File: src/rtl/fe_fetch_q.sv
// rtl/fe_fetch_q.sv - fetch sequencer and in-order instruction queue ahead of fe_buf
// Out-of-order fe_buf returns are parked per slot and drained to decode in program order.
package fe_fetch_q_pkg;
  localparam int RV_INSTR_WIDTH = 32;
  typedef logic [31:0] t_paddr;
  typedef logic [3:0]  t_mem_id;

  typedef struct packed {
    logic       valid;
    t_mem_id    id;
    t_paddr     addr;
    logic [1:0] kind;
  } t_fe_fb_req;

  typedef struct packed {
    logic                      valid;
    t_mem_id                   id;
    logic [RV_INSTR_WIDTH-1:0] instr;
  } t_fb_fe_rsp;
endpackage

module fe_fetch_q
  import fe_fetch_q_pkg::*;
#(
  parameter int     DEPTH    = 8,
  parameter t_paddr RESET_PC = '0
) (
  input  logic                        clk,
  input  logic                        reset_n,
  input  logic                        fe_enable,
  input  logic                        br_fe_redirect_valid,
  input  t_paddr                      br_fe_redirect_pc,
  output t_fe_fb_req                  fe_fb_req_fb0,
  input  t_fb_fe_rsp                  fb_fe_rsp_nnn,
  output logic                        fe_de_valid_nnn,
  output logic [RV_INSTR_WIDTH-1:0]   fe_de_instr_nnn,
  output t_paddr                      fe_de_pc_nnn,
  input  logic                        de_fe_stall_nnn,
  output logic [$clog2(DEPTH):0]      fe_occ_nnn
);
  localparam int LG = $clog2(DEPTH);

  typedef enum logic [1:0] {FREE, PEND, DONE, STALE} t_slot_st;

  t_slot_st                  r_st     [DEPTH];
  t_slot_st                  w_st_nxt [DEPTH];
  t_paddr                    r_pc     [DEPTH];
  logic [RV_INSTR_WIDTH-1:0] r_instr  [DEPTH];
  logic [LG-1:0]             r_head;
  logic [LG-1:0]             r_tail;
  t_paddr                    r_fetch_pc;
  t_fe_fb_req                r_req;
  logic [LG:0]               r_occ;
  logic [LG:0]               w_occ_nxt;

  logic          w_issue;
  logic          w_accept;
  logic          w_rsp_fill;
  logic [LG-1:0] w_rsp_slot;
  t_paddr        w_pc_nxt;

  always_comb begin
    w_issue    = fe_enable & (r_st[r_tail] == FREE);
    w_pc_nxt   = br_fe_redirect_valid ? br_fe_redirect_pc : r_fetch_pc;
    w_rsp_slot = fb_fe_rsp_nnn.id[LG-1:0];
    w_rsp_fill = fb_fe_rsp_nnn.valid & (r_st[w_rsp_slot] == PEND) & ~br_fe_redirect_valid;
    w_accept   = (r_st[r_head] == DONE) & ~de_fe_stall_nnn & ~br_fe_redirect_valid;
  end

  // Later terms override earlier ones; issue/accept never collide with a legal return.
  always_comb begin
    w_occ_nxt = '0;
    for (int i = 0; i < DEPTH; i++) begin
      w_st_nxt[i] = r_st[i];
      if (br_fe_redirect_valid) begin
        case (r_st[i])
          PEND:    w_st_nxt[i] = STALE;
          DONE:    w_st_nxt[i] = FREE;
          default: w_st_nxt[i] = r_st[i];
        endcase
      end
      if (fb_fe_rsp_nnn.valid && (w_rsp_slot == LG'(i))) begin
        if (r_st[i] == PEND)
          w_st_nxt[i] = br_fe_redirect_valid ? FREE : DONE;
        else if (r_st[i] == STALE)
          w_st_nxt[i] = FREE;
      end
      if (w_accept && (r_head == LG'(i)))
        w_st_nxt[i] = FREE;
      if (w_issue && (r_tail == LG'(i)))
        w_st_nxt[i] = PEND;
      w_occ_nxt = w_occ_nxt + (LG+1)'(w_st_nxt[i] != FREE);
    end
  end

  always_ff @(posedge clk) begin
    if (!reset_n) begin
      for (int i = 0; i < DEPTH; i++) begin
        r_st[i]    <= FREE;
        r_pc[i]    <= '0;
        r_instr[i] <= '0;
      end
      r_head     <= '0;
      r_tail     <= '0;
      r_fetch_pc <= RESET_PC;
      r_req      <= '0;
      r_occ      <= '0;
    end else begin
      for (int i = 0; i < DEPTH; i++)
        r_st[i] <= w_st_nxt[i];
      if (w_issue)
        r_pc[r_tail] <= w_pc_nxt;
      if (w_rsp_fill)
        r_instr[w_rsp_slot] <= fb_fe_rsp_nnn.instr;
      r_occ <= w_occ_nxt;

      r_req <= '0;
      if (w_issue) begin
        r_req.valid <= 1'b1;
        r_req.id    <= t_mem_id'(r_tail);
        r_req.addr  <= w_pc_nxt;
        r_tail      <= r_tail + LG'(1);
        r_fetch_pc  <= w_pc_nxt + 32'd4;
      end else if (br_fe_redirect_valid) begin
        r_fetch_pc <= br_fe_redirect_pc;
      end

      // Head lands on the slot taking the redirect target, so that target is delivered.
      if (br_fe_redirect_valid)
        r_head <= r_tail;
      else if (w_accept)
        r_head <= r_head + LG'(1);
    end
  end

  always_ff @(posedge clk) begin
    if (reset_n && fb_fe_rsp_nnn.valid) begin
      assert ((r_st[w_rsp_slot] == PEND) || (r_st[w_rsp_slot] == STALE));
      assert ((fb_fe_rsp_nnn.id >> LG) == '0);
    end
  end

  assign fe_fb_req_fb0   = r_req;
  assign fe_de_valid_nnn = (r_st[r_head] == DONE);
  assign fe_de_instr_nnn = r_instr[r_head];
  assign fe_de_pc_nnn    = r_pc[r_head];
  assign fe_occ_nnn      = r_occ;
endmodule
File: config.mk
export PLATFORM = sky130hd
export DESIGN_NAME = fe_fetch_q
export DESIGN_NICKNAME = d
export VERILOG_FILES = /design/src/rtl/fe_fetch_q.sv
export SDC_FILE = /design/constraint.sdc
export NUM_CORES = 1
export LEC_CHECK = 0
export CAP_MARGIN = 20
export CORE_MARGIN = 3
export CORE_UTILIZATION = 63
export CTS_BUF_LIST = sky130_fd_sc_hd__clkbuf_2 sky130_fd_sc_hd__clkbuf_4 sky130_fd_sc_hd__clkbuf_8
export DETAILED_ROUTE_END_ITERATION = 12
export PLACE_DENSITY = 0.94
export SLEW_MARGIN = 10
export SYNTH_ARGS = -nofsm -noshare
export SYNTH_HDL_FRONTEND = slang
export SYNTH_SLANG_ARGS = --single-unit
File: constraint.sdc
create_clock -name clk -period 11 [get_ports clk]
set_input_delay 1.65 -clock clk [delete_from_list [all_inputs] [get_ports clk]]
set_output_delay 1.65 -clock clk [all_outputs]
set_load 0.01 [all_outputs]
Word level (Yosys, flattened, before mapping)
Memories as Yosys holds them, arrays and structs flattened. A register that Yosys moved wholly into a read port is not among the register bits.
Index checks and enable logic that the tools add are counted.
{ "word_totals": {"regBits": 81, "ramBits": 528, "out_inout_bits": 108, "word_cells": 216, "n_memories": 3} }
{ "op_classes": {"n_addsub": 10, "eq_ne": 47, "mux": 92, "n_bitwise": 15, "reduce_logical": 40} }
{ "memory_table": {"columns": ["memory", "depth", "word_bits", "read_ports", "rd_clocked_by_memory_dff", "wr", "line_no", "rtl"], "rows": [
  ["r_instr", 8, 32, 1, 1, 8, "48", "logic [RV_INSTR_WIDTH-1:0] r_instr [DEPTH];"],
  ["r_pc", 8, 32, 1, 1, 8, "47", "t_paddr r_pc [DEPTH];"],
  ["r_st", 8, 2, 11, 2, 8, "45", "t_slot_st r_st [DEPTH];"]
]} }
{ "op_table": {"columns": ["op", "count"], "rows": [
  ["32-bit 2-to-1 mux", 4],
  ["2-bit 2-to-1 mux", 57],
  ["32-bit OR reduction", 2],
  ["37-bit 2-to-1 mux", 1],
  ["3-bit == test, second input constant", 12],
  ["3-bit 2-to-1 mux", 12],
  ["2-bit == test, second input constant", 17],
  ["32-bit by 3-bit adder with 32-bit output, second input constant", 1],
  ["2-bit one-hot mux with 2 select lines", 8],
  ["1-bit logical AND", 24],
  ["2-bit by 1-bit == test with 1-bit output, second input constant", 9],
  ["3-bit by 2-bit == test with 1-bit output, second input constant", 6],
  ["2-bit nonzero test", 9],
  ["4-bit by 1-bit adder with 4-bit output", 4],
  ["1-bit 2-to-1 mux", 10],
  ["3-bit by 1-bit == test with 1-bit output, second input constant", 3],
  ["3-bit zero test", 3],
  ["1-bit OR", 8],
  ["3-bit by 1-bit adder with 3-bit output, second input constant", 2],
  ["1-bit bitwise AND", 5],
  ["3-bit by 1-bit adder with 4-bit output", 1],
  ["2-bit by 1-bit adder with 3-bit output", 1],
  ["1-bit by 1-bit adder with 2-bit output", 1],
  ["2-bit zero test", 1],
  ["other kinds (2)", 3]
]} }

Longest topological paths before layout
{ "logic_depth": {"depth_word": 16, "mapped_depth": 16, "mapped_depth_nobuf": 14} }

Least setup slack after synthesis
No wires, ideal clock.
{ "synth_timing": {"path_kind": "input to register", "from": "input port fb_fe_rsp_nnn[34] (netlist name)", "to": "memory r_instr[3][0] (enable)", "arrival_ns": 5.318, "required_ns": 10.534, "path_slack_ns": 5.217, "path_stages": 5, "path_buffers": 2, "path_cell_list": "buf_1 > mux4_2 > or4b_1 > buf_2 > o21ai_0"} }
{ "synth_rtl": {"columns": ["item", "line_no", "rtl"], "rows": [
  ["start: declaration", "34", "input t_fb_fe_rsp fb_fe_rsp_nnn,"],
  ["end: declaration", "48", null]
]} }

==> impl_summary.txt <==
----------------------------------------------------
[Placement]
  Cell count after placement ... 2,613
  Placed cell areas ... 29,800 µm²
  Final Wtd Congestion ... 0.895
  Estimated wirelength of the detail-placed design ... roughly 42,000 µm
  Setup Slack @ Placement ... 4.77 ns
  IO buf count ... 177

[Hold path]
  Worst hold path type ... reg -> reg
  Launch point of the worst hold path ... r_head[1]$_SDFFE_PN0N_
  Hold-critical path depth ... 2

[Final layout]
  Layout-stage area growth over the synthesis result ... 15.5%
  Proportion of layout cells with a drive suffix above 1 ... 20.7%
  Commonest non-fill, non-tap cells in the layout ... 512 x sky130_fd_sc_hd__edfxtp_1, 323 x sky130_fd_sc_hd__nor2_1, 261 x sky130_fd_sc_hd__and2_1
  Nets@finish ... 2,232
  Finished Cell Area ... 31,900 µm²
  Most common cell after layout, fill and taps aside ... sky130_fd_sc_hd__edfxtp_1
  Final design utilization ... 73.9%
  Final Non-Filler Cells ... 2,805

[STA]
  Crit path time final ... between 5 and 6 ns
  Endpoints failing setup ... 0
  Final critical-path share of the clock period ... roughly 51%
  Total count of max-transition violations in the final report ... 0
  Fin Clk Skew ... between 0.02 and 0.03 ns
  RSZ-0062 raised after global routing ... no
  Worst Max-Slew Pin Slew ... 1.18 ns
  Total Neg Setup Slack ... 0 ns
  Setup slack of the critical path after layout ... 5.41 ns
  Normalized max-slew margin ... 19.1%
  Achievable frequency ... 179 MHz
  Number of failing hold endpoints at the final stage ... 0
  Worst hold slack ... between 0.6 and 0.7 ns

[Routing]
  Met3 wire length ... 10,300 µm
  Top layer in use ... met5
  DR DRC count ... 0
  Vias ... around 19,000
  Detailed-route vias per instance ... 6.77
  Length of routed wiring on met1 ... 26,000 µm
  Count of nets left with antenna violations after detail routing ... 0
  DRT iter0 DRCs ... 3,300
  Avg WL per Cell ... 28.0 µm
  Amount of wire on met2 after detailed routing ... between 30,000 and 40,000 µm
  Pre-antenna DRT Iters ... 6
  Final routed wirelength across all metal layers ... 78,600 µm

[Die]
  Core ar. ... 43,200 µm²
  Die area ... 46,400 µm²
  Total I/O pin count ... ~180
  Site Rows ... 76
  Initial cell density of the core ... 63.9%
  Chip width ... 215 µm
  Chip Height ... 215 µm

[Synth]
  Ys flop type ... sky130_fd_sc_hd__edfxtp_1
  Cell type with the highest aggregate area in the netlist ... sky130_fd_sc_hd__edfxtp_1
  Flops & latches, synth ... between 600 and 700
  Avg Synthesized Cell Area ... approximately 14 µm²
  Synthesized instance count ... 1,964
  Area of the mapped netlist ... 27,600 µm²
  Sequential fraction of the synthesis area ... a little over three fifths
  Cells taking the most area after synthesis ... sky130_fd_sc_hd__edfxtp_1 56%, sky130_fd_sc_hd__mux4_2 11%, sky130_fd_sc_hd__dfxtp_1 7.3%, sky130_fd_sc_hd__and2_1 5.9%, sky130_fd_sc_hd__nor2_1 4.4%
  Number of flops mapped to enable cells by yosys ... 512
  Warnings from Yosys ... 0
  Area share of the leading cell type in the synthesized netlist ... ~56%
  Cell variety after synth ... 72
  Post-synthesis async set-or-reset flop share ... 0%

[Clock network]
  Post-CTS Setup Inserts ... 0
  Worst-case clock buffer depth ... 3
  Number of buffers created by CTS ... 94
  Root buffer cell ... sky130_fd_sc_hd__clkbuf_8
  Clock insertion delay at the later pin of the skew report ... 0.68 ns
  Hold buffers post-CTS ... 0
  CTS tree ... built
  CTS H-tree lvls ... 3
  CTS resizes ... 0
  CTS clock-pin slew for the worst setup and hold paths ... around 0.060 ns
  Clock Sinks ... slightly above 600

[Critical path]
  Arrival @ worst endpoint ... 3.94 ns
  CP Class ... reg -> out
  FF-to-FF setup slack ... 5.87 ns
  Critical path fanouts, max ... 39
  Worst reg2reg path endpoint ... fe_occ_nnn[2]$_SDFF_PN0_
  CP Capture Type ... primary output
  Reg2reg path depth ... 13
  Critical Path Start Type ... flip-flop
  WP data required ... 9.35 ns

[Global routing]
  Maximum number of pins on one net before global-route repair ... 77
  Number of antenna violations at the first check in global routing ... 5
  GR Util All Layers ... 33.5%
  Vias in the first global route ... 19,600
  Sum of overflow across all layers after global routing ... 0
  Global-route wire length before repair ... ~120,000 µm

[Power and ir drop]
  LEAKAGE ... 11.4 nW
  Net Switching ... approximately 1.8 mW
  Final Total Pwr ... 6.06 mW
  Combinational share of power ... a little over a fifth
  Proportion of power drawn by the clock network ... between 30% and 40%
  Share of total power consumed by net switching ... 29.0%
  Part of the total power dissipated in sequential elements ... 46.6%
  Pint ... around 4.3 mW
  Pwr per Cell Area ... 190 nW/µm²
  Largest voltage drop on the vdd net ... 145 µV

[Flow run]
  # Max-Cap Violations ... 0

[Status]
  Outcome ... completed

----------------------------------------------------
[state kept, by name, summed over array words and instances, names as in the netlist, named ones only]
signal         count
fe_fb_req_fb0     36
fe_occ_nnn         4
r_fetch_pc        32
r_head             3
r_instr          256
r_pc             256
r_st              16
r_tail             3
[Yosys cell counts (all sizes together), types with 18 or more instances]
master  instances
nor3           20
mux2i          39
clkbuf         93
edfxtp        512
dfxtp         100
nand2          41
mux2           71
buf            64
inv            25
nand2b         25
a21oi          20
nor2          326
o21ai          26
and2          261
mux4          133
nor4           18
[final cells by class]
class | instances | area (µm²)
flip-flops and latches | 612 | 17400
fillers | 2299 | 11300
multi-input cells | 1171 | 9530
repair buffers | 233 | 2210
clock buffers | 146 | 1760
well taps | 585 | 732
clock inverters | 27 | 156
inverters | 26 | 97.6
diodes | 5 | 12.5
[worst max-delay path: stages (launching register included)]
cell	delay (ns)
sky130_fd_sc_hd__dfxtp_4	0.90
sky130_fd_sc_hd__buf_4	0.78
sky130_fd_sc_hd__mux4_2	0.65
sky130_fd_sc_hd__mux2_2	0.34
sky130_fd_sc_hd__clkdlybuf4s50_1	0.51
[power groups by stage]
stage | clock network [mW] | registers [mW] | logic [mW]
2_1_floorplan | 0 | 2.82 | 0.754
3_3_place_gp | 0 | 2.83 | 1.18
3_5_place_dp | 0 | 2.85 | 1.22
4_1_cts | 1.95 | 2.81 | 1.25
5_1_grt | 2.05 | 2.83 | 1.34
6_report | 1.95 | 2.82 | 1.28
[per-layer routing]
metal | GRT usage (%) | vias up
met5 | 0 | -
met4 | 17.9 | 2
met3 | 8.54 | 401
met2 | 53.7 | 1885
met1 | 42.5 | 9152
li1 | - | 7547
[how the worst max path moves through the flow]
stage,slack [ns],endpoint
floorplan,5.22,r_instr[3][0]$_SDFFCE_PN0P_
global placement,4.78,fe_occ_nnn[2]$_SDFF_PN0_
detailed placement,4.77,fe_occ_nnn[2]$_SDFF_PN0_
CTS,5.19,fe_de_instr_nnn[0]
global route,5.18,fe_occ_nnn[2]$_SDFF_PN0_
finish,5.41,fe_de_pc_nnn[8]
[cells by family after synthesis]
family / share of synthesized area, %
simple gates: 14.4
buf+inv: 2.94
compound gates: 3.05
mux: 15.2
flops: 63.0
fa+ha+maj: 1.02
other cells: 0.0136
xor+xnor: 0.476
Power figures use the tool's default switching activity.
